### config.mk
export PLATFORM = sky130hd
export DESIGN_NAME = triangle_sweep_ctrl
export DESIGN_NICKNAME = d
export VERILOG_FILES = /design/src/rtl/triangle_sweep_ctrl.sv
export SDC_FILE = /design/constraint.sdc
export NUM_CORES = 2
export LEC_CHECK = 0
export CORE_ASPECT_RATIO = 0.75
export CORE_UTILIZATION = 55
export DETAILED_ROUTE_END_ITERATION = 10
export PLACE_DENSITY_LB_ADDON = 0.25
export SYNTH_ARGS = -nofsm -noshare
export SYNTH_HDL_FRONTEND = slang
export SYNTH_SLANG_ARGS = --single-unit
### constraint.sdc
create_clock -name clk -period 15.2 [get_ports clk]
set_input_delay 4.56 -clock clk [delete_from_list [all_inputs] [get_ports clk]]
set_output_delay 4.56 -clock clk [all_outputs]
set_load 0.05 [all_outputs]
### src/rtl/triangle_sweep_ctrl.sv
// triangle_sweep_ctrl
// Accepts one ray, streams every triangle address of the scene into the
// intersect datapath, tracks the nearest valid hit by comparing t/oa ratios
// through cross-multiplication, and presents the winner on a result handshake.
module triangle_sweep_ctrl #(
  parameter int TOTAL_PREC = 27,
  parameter int TRI_AW     = 10,
  parameter int PIPE_LAT   = 8
) (
  input  logic                               clk,
  input  logic                               rst_n,
  input  logic                               ray_valid,
  output logic                               ray_ready,
  input  logic signed [3*TOTAL_PREC-1:0]     ray_dir,
  input  logic        [TRI_AW:0]             tri_count,
  output logic                               tri_rd_en,
  output logic        [TRI_AW-1:0]           tri_addr,
  output logic signed [3*TOTAL_PREC-1:0]     isect_dir,
  input  logic                               isect_hit,
  input  logic signed [TOTAL_PREC-1:0]       isect_t,
  input  logic signed [TOTAL_PREC-1:0]       isect_oa,
  output logic                               res_valid,
  input  logic                               res_ready,
  output logic                               res_hit,
  output logic        [TRI_AW-1:0]           res_tri_id,
  output logic signed [TOTAL_PREC-1:0]       res_t,
  output logic signed [TOTAL_PREC-1:0]       res_oa
);

  // One memory cycle plus the datapath latency.
  localparam int DEPTH = PIPE_LAT + 1;
  localparam int PW    = 2 * TOTAL_PREC;

  localparam logic [TRI_AW-1:0] ADDR_ONE = 1;
  localparam logic [TRI_AW:0]   CNT_ONE  = 1;

  typedef enum logic [1:0] {
    S_IDLE,
    S_ISSUE,
    S_DRAIN,
    S_DONE
  } state_e;

  state_e                           state_q, state_d;
  logic        [TRI_AW-1:0]         addr_q, addr_d;
  logic        [TRI_AW:0]           cnt_q, cnt_d;
  logic signed [3*TOTAL_PREC-1:0]   dir_q, dir_d;

  logic        [DEPTH-1:0]          tag_vld_q, tag_vld_d;
  logic        [TRI_AW-1:0]         tag_id_q [DEPTH];
  logic        [TRI_AW-1:0]         tag_id_d [DEPTH];

  logic                             best_hit_q, best_hit_d;
  logic        [TRI_AW-1:0]         best_id_q, best_id_d;
  logic signed [TOTAL_PREC-1:0]     best_t_q, best_t_d;
  logic signed [TOTAL_PREC-1:0]     best_oa_q, best_oa_d;

  logic                             res_valid_q, res_valid_d;
  logic                             res_hit_q, res_hit_d;
  logic        [TRI_AW-1:0]         res_tri_id_q, res_tri_id_d;
  logic signed [TOTAL_PREC-1:0]     res_t_q, res_t_d;
  logic signed [TOTAL_PREC-1:0]     res_oa_q, res_oa_d;

  logic                             emerge_vld;
  logic        [TRI_AW-1:0]         emerge_id;
  logic                             cand;
  logic                             last_addr;

  // Sign-extend a word to the full product width.
  function automatic logic signed [PW-1:0] sext(input logic signed [TOTAL_PREC-1:0] v);
    return $signed({{TOTAL_PREC{v[TOTAL_PREC-1]}}, v});
  endfunction

  // True when t_n/oa_n is strictly nearer than t_b/oa_b (both oa positive).
  // Strict compare keeps the earlier triangle on ties.
  function automatic logic is_closer(input logic signed [TOTAL_PREC-1:0] t_n,
                                     input logic signed [TOTAL_PREC-1:0] oa_n,
                                     input logic signed [TOTAL_PREC-1:0] t_b,
                                     input logic signed [TOTAL_PREC-1:0] oa_b);
    logic signed [PW-1:0] lhs;
    logic signed [PW-1:0] rhs;
    lhs = sext(t_n) * sext(oa_b);
    rhs = sext(t_b) * sext(oa_n);
    return lhs < rhs;
  endfunction

  assign emerge_vld = tag_vld_q[DEPTH-1];
  assign emerge_id  = tag_id_q[DEPTH-1];
  assign cand       = emerge_vld && isect_hit && !isect_oa[TOTAL_PREC-1] && (isect_oa != '0);
  assign last_addr  = (({1'b0, addr_q} + CNT_ONE) == cnt_q);

  assign ray_ready  = (state_q == S_IDLE);
  assign tri_rd_en  = (state_q == S_ISSUE);
  assign tri_addr   = addr_q;
  assign isect_dir  = dir_q;
  assign res_valid  = res_valid_q;
  assign res_hit    = res_hit_q;
  assign res_tri_id = res_tri_id_q;
  assign res_t      = res_t_q;
  assign res_oa     = res_oa_q;

  // Tag shift register: each issued address travels alongside its triangle.
  always_comb begin
    tag_vld_d    = '0;
    tag_vld_d[0] = (state_q == S_ISSUE);
    tag_id_d[0]  = addr_q;
    for (int i = 1; i < DEPTH; i++) begin
      tag_vld_d[i] = tag_vld_q[i-1];
      tag_id_d[i]  = tag_id_q[i-1];
    end
  end

  // Sweep FSM, best-hit tracking and result register next-state.
  always_comb begin
    state_d      = state_q;
    addr_d       = addr_q;
    cnt_d        = cnt_q;
    dir_d        = dir_q;
    best_hit_d   = best_hit_q;
    best_id_d    = best_id_q;
    best_t_d     = best_t_q;
    best_oa_d    = best_oa_q;
    res_valid_d  = res_valid_q;
    res_hit_d    = res_hit_q;
    res_tri_id_d = res_tri_id_q;
    res_t_d      = res_t_q;
    res_oa_d     = res_oa_q;

    // Tags are only ever valid during ISSUE/DRAIN, so this cannot fire elsewhere.
    if (cand && (!best_hit_q || is_closer(isect_t, isect_oa, best_t_q, best_oa_q))) begin
      best_hit_d = 1'b1;
      best_id_d  = emerge_id;
      best_t_d   = isect_t;
      best_oa_d  = isect_oa;
    end

    unique case (state_q)
      S_IDLE: begin
        if (ray_valid) begin
          dir_d      = ray_dir;
          cnt_d      = tri_count;
          addr_d     = '0;
          best_hit_d = 1'b0;
          best_id_d  = '0;
          best_t_d   = '0;
          best_oa_d  = '0;
          if (tri_count == '0) begin
            state_d      = S_DONE;
            res_valid_d  = 1'b1;
            res_hit_d    = 1'b0;
            res_tri_id_d = '0;
            res_t_d      = '0;
            res_oa_d     = '0;
          end else begin
            state_d = S_ISSUE;
          end
        end
      end
      S_ISSUE: begin
        if (last_addr) begin
          state_d = S_DRAIN;
          addr_d  = '0;
        end else begin
          addr_d = addr_q + ADDR_ONE;
        end
      end
      S_DRAIN: begin
        // Empty tag pipe means the last triangle was already folded into best.
        if (tag_vld_q == '0) begin
          state_d      = S_DONE;
          res_valid_d  = 1'b1;
          res_hit_d    = best_hit_q;
          res_tri_id_d = best_hit_q ? best_id_q : '0;
          res_t_d      = best_hit_q ? best_t_q  : '0;
          res_oa_d     = best_hit_q ? best_oa_q : '0;
        end
      end
      S_DONE: begin
        if (res_ready) begin
          state_d      = S_IDLE;
          res_valid_d  = 1'b0;
          res_hit_d    = 1'b0;
          res_tri_id_d = '0;
          res_t_d      = '0;
          res_oa_d     = '0;
        end
      end
      default: state_d = S_IDLE;
    endcase
  end

  // Control, best and result registers with asynchronous reset.
  always_ff @(posedge clk or negedge rst_n) begin
    if (!rst_n) begin
      state_q      <= S_IDLE;
      addr_q       <= '0;
      cnt_q        <= '0;
      dir_q        <= '0;
      tag_vld_q    <= '0;
      best_hit_q   <= 1'b0;
      best_id_q    <= '0;
      best_t_q     <= '0;
      best_oa_q    <= '0;
      res_valid_q  <= 1'b0;
      res_hit_q    <= 1'b0;
      res_tri_id_q <= '0;
      res_t_q      <= '0;
      res_oa_q     <= '0;
    end else begin
      state_q      <= state_d;
      addr_q       <= addr_d;
      cnt_q        <= cnt_d;
      dir_q        <= dir_d;
      tag_vld_q    <= tag_vld_d;
      best_hit_q   <= best_hit_d;
      best_id_q    <= best_id_d;
      best_t_q     <= best_t_d;
      best_oa_q    <= best_oa_d;
      res_valid_q  <= res_valid_d;
      res_hit_q    <= res_hit_d;
      res_tri_id_q <= res_tri_id_d;
      res_t_q      <= res_t_d;
      res_oa_q     <= res_oa_d;
    end
  end

  // Tag ids are qualified by tag_vld_q, so they carry no reset.
  always_ff @(posedge clk) begin
    for (int i = 0; i < DEPTH; i++) begin
      tag_id_q[i] <= tag_id_d[i];
    end
  end

endmodule

---- Word level (Yosys, flattened, before mapping) ----
Memories as Yosys holds them, arrays and structs flattened.
Cells that the tools add are included.
storage, ports and cells
  word-level logic and storage cells ...... 91
  memories ................................ 1
  output and inout port bits .............. 159
  bits of input ports ..................... 151
  RAM bits ................................ 90
  register bits ........................... 244
cells by class
  $lt $le $gt $ge ......................... 1
  equality and inequality tests ........... 9
  mux-type cells .......................... 45
  multiply operators ...................... 2
  reduce and logical (&&, ||, !) cells .... 17
  add/subtract/negate cells ............... 2
memory list
  memory    words  width  read ports  clocked after Yosys merged registers in  write ports  line  source
  tag_id_q  9      10     9           0                                        9            50    logic [TRI_AW-1:0] tag_id_q [DEPTH];
operator list
  cell                                                    number
  two-way mux 27 bit                                      13
  one-hot mux 27 bit (3 select lines)                     2
  multiplier 27 x 27 -> 54 bit                            2
  two-way mux 10 bit                                      10
  < comparator 54 bit                                     1
  one-hot mux 10 bit (3 select lines)                     1
  nonzero test 27 bit                                     1
  one-hot mux 10 bit (2 select lines)                     1
  adder 10 x 1 -> 11 bit (second input constant)          1
  == test 11 bit                                          1
  logical NOT 11 bit                                      1
  adder 10 x 1 -> 10 bit (second input constant)          1
  two-way mux 1 bit                                       10
  two-way mux 2 bit                                       5
  logical NOT 9 bit                                       1
  one-hot mux 2 bit (4 select lines)                      1
  inequality test 2 bit (second input constant)           3
  one-hot mux 1 bit (3 select lines)                      2
  AND reduction 5 bit                                     1
  == test 2 bit (second input constant)                   2
  logical AND 1 bit                                       4
  inequality test 2 x 1 -> 1 bit (second input constant)  2
  AND reduction 2 bit                                     2
  AND reduction 4 bit                                     1
  6 further kinds                                         7

---- Logic depth before layout (Yosys ltp) ----
  depth in word-level cells ............... 7
  depth in mapped cells ................... 40

---- Worst setup path after synthesis ----
Ideal clock, no wire load.
  kind .................................... input -> register
  start ................................... input isect_t[26]
  end ..................................... register best_oa_q[18]
  data required time ...................... 15.121 ns
  data arrival time ....................... 13.562 ns
  path slack .............................. 1.558 ns
  buffers on the path ..................... 4
  stages .................................. 38
  cells stage by stage .................... clkbuf_1 clkbuf_1 nand2_1 inv_1 fa_1 fa_1 inv_1 fa_1 inv_1 ha_1 inv_1 fa_1 inv_1 fa_1 inv_1 fa_1 inv_1 ha_1 [... 2 more ...] o21ai_0 o21ai_0 a211o_1 a21boi_1 a311oi_1 xnor2_1 ha_1 a21o_1 a21o_1 a21o_1 a21o_1 a21o_1 a2111o_1 a221o_1 a31oi_1 buf_6 buf_12 mux2i_1
on the way
  word-level cells in the longest chain between the ends .. 7
RTL lines
  item                            line  source
  start: declaration              20    input logic signed [TOTAL_PREC-1:0] isect_t,
  multiplier 27 x 27 -> 54 bit *  82    lhs = sext(t_n) * sext(oa_b);
  < comparator 54 bit *           84    return lhs < rhs;
  logical OR 1 bit *              130   if (cand && (!best_hit_q || is_closer(isect_t, isect_oa, best_t_q, best_oa_q))) begin
  logical AND 1 bit *             130
  two-way mux 27 bit *            130
  two-way mux 27 bit              139   if (ray_valid) begin
  two-way mux 27 bit *            137   unique case (state_q)
  net best_oa_d[18]               56    logic signed [TOTAL_PREC-1:0] best_oa_q, best_oa_d;
  end signal: assignment          218   best_oa_q <= best_oa_d;
  end: declaration                56
Mark *: on every way through the listed nets, which the timed path passes. The rest lies on a longest branch.
A chain may end at the register's enable or synchronous reset.

---- Worst setup path in the final report ----
  start ................................... input isect_t[21]
  end ..................................... register best_t_q[9]
on the way
  word-level cells in the longest chain between the ends .. 7
RTL lines
  item                            line  source
  multiplier 27 x 27 -> 54 bit *  82
  < comparator 54 bit *           84
  logical OR 1 bit *              130
  logical AND 1 bit *             130
  two-way mux 27 bit *            130
  two-way mux 27 bit              139
  two-way mux 27 bit *            137
  net best_t_d[9]                 55    logic signed [TOTAL_PREC-1:0] best_t_q, best_t_d;
  end signal: assignment          217   best_t_q <= best_t_d;
  end: declaration                55
Marked as above.

==> results <==
- The clock tree skew after final layout is 0.0285 ns.
- The post-CTS clock slew at the launch and capture registers of the worst setup and hold paths is 0.06 ns.
- In the layout the commonest cells are 1606 x sky130_fd_sc_hd__inv_1, 1522 x sky130_fd_sc_hd__fa_1, 854 x sky130_fd_sc_hd__nand2_1, 762 x sky130_fd_sc_hd__and2_1, 374 x sky130_fd_sc_hd__ha_1.
- In this run the tightest slew margin relative to its limit is 16.3%.
- The growth of design area from synthesis to finish is 8.99%.
- The fraction of final layout cells sized beyond drive strength 1 is 4.75%.
- The leading cell type in the layout, fill and taps excluded is sky130_fd_sc_hd__inv_1.
- After floorplanning, the core was divided into 109 placement rows.
- The arrival time at the worst endpoint is 15.37 ns.
- At the worst endpoint, the required time is 15.72 ns.
- The H-tree depth is 2.
- The count of pins over their slew limit is 0.
- Together, buffers and inverters on the worst path number 7.
- The slowest stage of the critical path is the sky130_fd_sc_hd__clkdlybuf4s50_1 cell.
- The CTS root buffer is sky130_fd_sc_hd__clkbuf_16.
- After synthesis, the share of flip-flops with an asynchronous set or reset is 73.1%.
- At the later pin of the worst-skew pair, clock insertion delay measures 0.61 ns.
- The post-route setup TNS is 0 ns.
- The worst register-to-register path begins at best_oa_q[9]$_DFF_PN0_.
- The pre-CTS worst setup slack is -0.0264 ns.
- The post-DP HPWL is 142000 µm.
- Setup violations remaining at the end of the flow were counted as 0.
- The count of clock tree sinks is 334.
- Counting cells, the worst reg-to-reg path comes to 34.
- The post-synthesis sequential element count is 334.
- The buffers inserted during post-CTS setup optimization is 0.
- Buffers inserted during clock tree synthesis total 37.
- Using the TritonRoute via totals, the vias-per-cell ratio works out to 5.49.
- STA classifies the critical path endpoint as a register.
- Global routing used 50.1% of the available met2 tracks.
- The total die area is 0.121 mm².
- The synthesized design contains 0 enable-type register cells.
- The overall routing resource usage is 31.0%.
- Setup repair after global routing left no endpoint under its margin.
- The number of endpoints with negative hold slack in the final report is 0.
- The run finished with clean final reports.
- The total overflow left after global routing is 0.
- The global routing met3 resource utilization is 6.44%.
- The final cycle utilization of the critical path is 97.8%.
- Routability-driven placement finished with a final weighted congestion of 0.948.
- The DRC violations left is 0.
- The post-synthesis cell count is 6857.
- The worst setup path is launched from an input pin.
- The end point of the most critical hold path is tag_id_q[0][56]$_DFF_P_.
- The number of antenna violations at the first check in global routing is 21.
- The initial detailed-routing violation count is 3263.
- The count of nets left with antenna violations once routing finished came out at 0.
- The total iterations of the first detailed-routing run is 6.
- The TritonCTS clock tree is done.
- The number of filler cells placed in the layout is 10000.
- The synthesized netlist devotes 53.3% of its cell area to adder and majority cells.
- The pin count of the biggest net entering global routing is 133.
- The time the final worst path needs with I/O delays and setup is 14.86 ns.
- The die span in y is 302 µm.
- The via count of the first global-routing pass was 51500.
- On the final layout, the worst hold slack is 0.322 ns.
- The synthesized netlist devotes 4.72% of its cell area to compound gates.
- After Yosys synthesis, and, or, nand and nor cells account for 14.2% of the synthesized area.
- In this run, post-CTS hold repair placed 0 buffers.
- The initial core utilization is 55.8%.
- The launch instance of the worst min-delay path is tag_id_q[0][46]$_DFF_P_.
- Along the worst path, the maximum fanout reaches 51.
- The maximum single-stage delay on the critical path is 0.92 ns.
- The number of warning messages in the yosys log is 0.
- The number of distinct standard cells referenced by the synthesized netlist is 70.
- Global routing used 42.1% of the available met1 tracks.
- From left edge to right edge, the die measures 402 µm.
- After the last flow step, the layout net total stands at 9013.
- In this run the standard cell core region covers 0.118 mm².
- The setup slack of the worst register-to-register path is 4.36 ns.
- The synthesized netlist occupies a cell area of 0.0660 mm².
- The setup slack of the critical path after layout is 0.342 ns.
- The average cell area after synthesis is 9.63 µm².
- The first global-routing pass estimated 289000 µm of wire.
- The predominant post-synthesis flop cell is sky130_fd_sc_hd__dfrtp_1.
- The xor/xnor cell area share of the yosys netlist is 1.66%.
- Max-cap violations in this run came to 0.
- The critical path is of the input pin to register type.
- The combinational family with the most area after synthesis is adder cells.
- The class of the most critical hold timing path is register to register.
- The actual slew at the worst max-slew pin is 1.25 ns.
- The fraction of the yosys area taken by sequential cells is 12.0%.
- Of the post-synthesis cell area, the part taken by muxes is 2.60%.
- The via count is 47000.
- The detailed-route wire length per cell is 20.9 µm.
- The kind of cell adding the most delay to the critical path is adder cells.
- The terminus of the critical flop-to-flop path is best_t_q[9]$_DFF_PN0_.
- The longest clock path from root to sink contains 3 buffers.
- The number of stages on the worst hold path is 0.
- The routing layer with the top usage in global route is met2.
- The number of I/O port buffers is 309.
- The I/O pin total is 310.
- In this run, post-CTS repair resized a total of 0 instances.
- The achievable frequency is 67.3 MHz.
- Wires add up to 179000 µm.
- The net count after synthesis is 8904.
[cell families (layout without fill, tap and decap cells)]
family,count (synthesis),after routing
xor+xnor,125,125
compound gates,459,459
mux,160,160
simple gates,1877,1877
buf+inv,2006,2143
other cells,0,12
fa+ha+maj,1896,1896
flops,334,334
[routing by layer]
layer	routed length, µm	share of wire (%)
met1	72100	40
met2	84200	47
met3	16700	9.3
met4	5850	3.3
met5	164	0.092
[worst reg2reg max path, delay by kind of cell (launching register included)]
| kind | cells | cell delay, ns |
|---|---|---|
| AOI/OAI and AO/OA | 15 | 3.98 |
| adders and majority gates | 9 | 3.96 |
| and+or+nand+nor | 3 | 0.59 |
| DFF | 1 | 1.17 |
| buffers and inverters | 6 | 0.74 |
| muxes | 1 | 0.33 |
[worst max-delay path by stage]
stage | from | slack, ns | cells after the start | endpoint
floorplan | isect_t[26] | 1.56 | 38 | best_oa_q[18]$_DFF_PN0_
global placement | isect_t[11] | -0.04 | 35 | best_oa_q[5]$_DFF_PN0_
detailed placement | isect_t[11] | -0.03 | 35 | best_t_q[16]$_DFF_PN0_
CTS | isect_t[11] | 0.53 | 35 | best_t_q[9]$_DFF_PN0_
global route | isect_t[21] | 0.07 | 35 | best_oa_q[15]$_DFF_PN0_
finish | isect_t[21] | 0.34 | 35 | best_t_q[9]$_DFF_PN0_
[cell usage after synthesis, types with 4 or more instances]
master	number	area (µm²)
sky130_fd_sc_hd__a2111oi_0	4	35.0
sky130_fd_sc_hd__a211o_1	6	52.6
sky130_fd_sc_hd__a211oi_1	16	120
sky130_fd_sc_hd__a21o_1	79	593
sky130_fd_sc_hd__a21oi_1	111	556
sky130_fd_sc_hd__a221oi_1	4	35.0
sky130_fd_sc_hd__a22o_1	64	561
sky130_fd_sc_hd__a31oi_1	11	68.8
sky130_fd_sc_hd__and2_1	763	4770
sky130_fd_sc_hd__and3_1	12	75.1
sky130_fd_sc_hd__buf_1	6	22.5
sky130_fd_sc_hd__buf_12	6	120
sky130_fd_sc_hd__buf_4	10	75.1
sky130_fd_sc_hd__clkbuf_1	374	1400
sky130_fd_sc_hd__dfrtp_1	244	6110
sky130_fd_sc_hd__dfxtp_1	90	1800
sky130_fd_sc_hd__fa_1	1522	30500
sky130_fd_sc_hd__ha_1	374	4680
sky130_fd_sc_hd__inv_1	1606	6030
sky130_fd_sc_hd__mux2_2	92	1040
sky130_fd_sc_hd__mux2i_1	68	681
sky130_fd_sc_hd__nand2_1	855	3210
sky130_fd_sc_hd__nand2b_1	34	213
sky130_fd_sc_hd__nand3_1	31	155
sky130_fd_sc_hd__nand4_1	18	113
sky130_fd_sc_hd__nor2_1	87	327
sky130_fd_sc_hd__nor2b_1	12	75.1
sky130_fd_sc_hd__nor3_1	26	130
sky130_fd_sc_hd__nor4_1	16	100
sky130_fd_sc_hd__o211ai_1	12	90.1
sky130_fd_sc_hd__o21a_1	13	97.6
sky130_fd_sc_hd__o21ai_0	79	395
sky130_fd_sc_hd__o21bai_1	5	37.5
sky130_fd_sc_hd__o22ai_1	4	25.0
sky130_fd_sc_hd__o31ai_1	8	60.1
sky130_fd_sc_hd__o41ai_1	8	70.1
sky130_fd_sc_hd__or3_1	11	68.8
sky130_fd_sc_hd__xnor2_1	87	762
sky130_fd_sc_hd__xor2_1	38	333
[per-stage QoR]
step / area [µm²] / util [%] / std cells
6_report: 71900 / 60.8 / 8560
4_1_cts: 71900 / 60.7 / 8548
3_3_place_gp: 70700 / 59.7 / 8481
3_5_place_dp: 70700 / 59.7 / 8481
2_1_floorplan: 66000 / - / 6857
5_1_grt: 71900 / 60.8 / 8556
[state kept, by name (all words and copies together) (netlist names), 11 cells and up]
register   count
best_t_q      27
res_oa        27
cnt_q         11
best_oa_q     27
isect_dir     81
res_t         27
tag_id_q      90
[final cells by class]
| class | instances | area (µm²) | share of cell area [%] |
|---|---|---|---|
| multi-input combinational | 4517 | 50500 | 70.1 |
| antenna | 12 | 30.0 | 0.0417 |
| clock inverter | 19 | 194 | 0.270 |
| sequential | 334 | 7910 | 11.0 |
| tap | 1554 | 1940 | 2.70 |
| timing repair buffer | 470 | 4360 | 6.06 |
| clock buffer | 48 | 1010 | 1.40 |
| inverter | 1606 | 6030 | 8.38 |
Power is not shown: default switching activity piles up to over one toggle a cycle in this logic, so the estimate is an artifact.
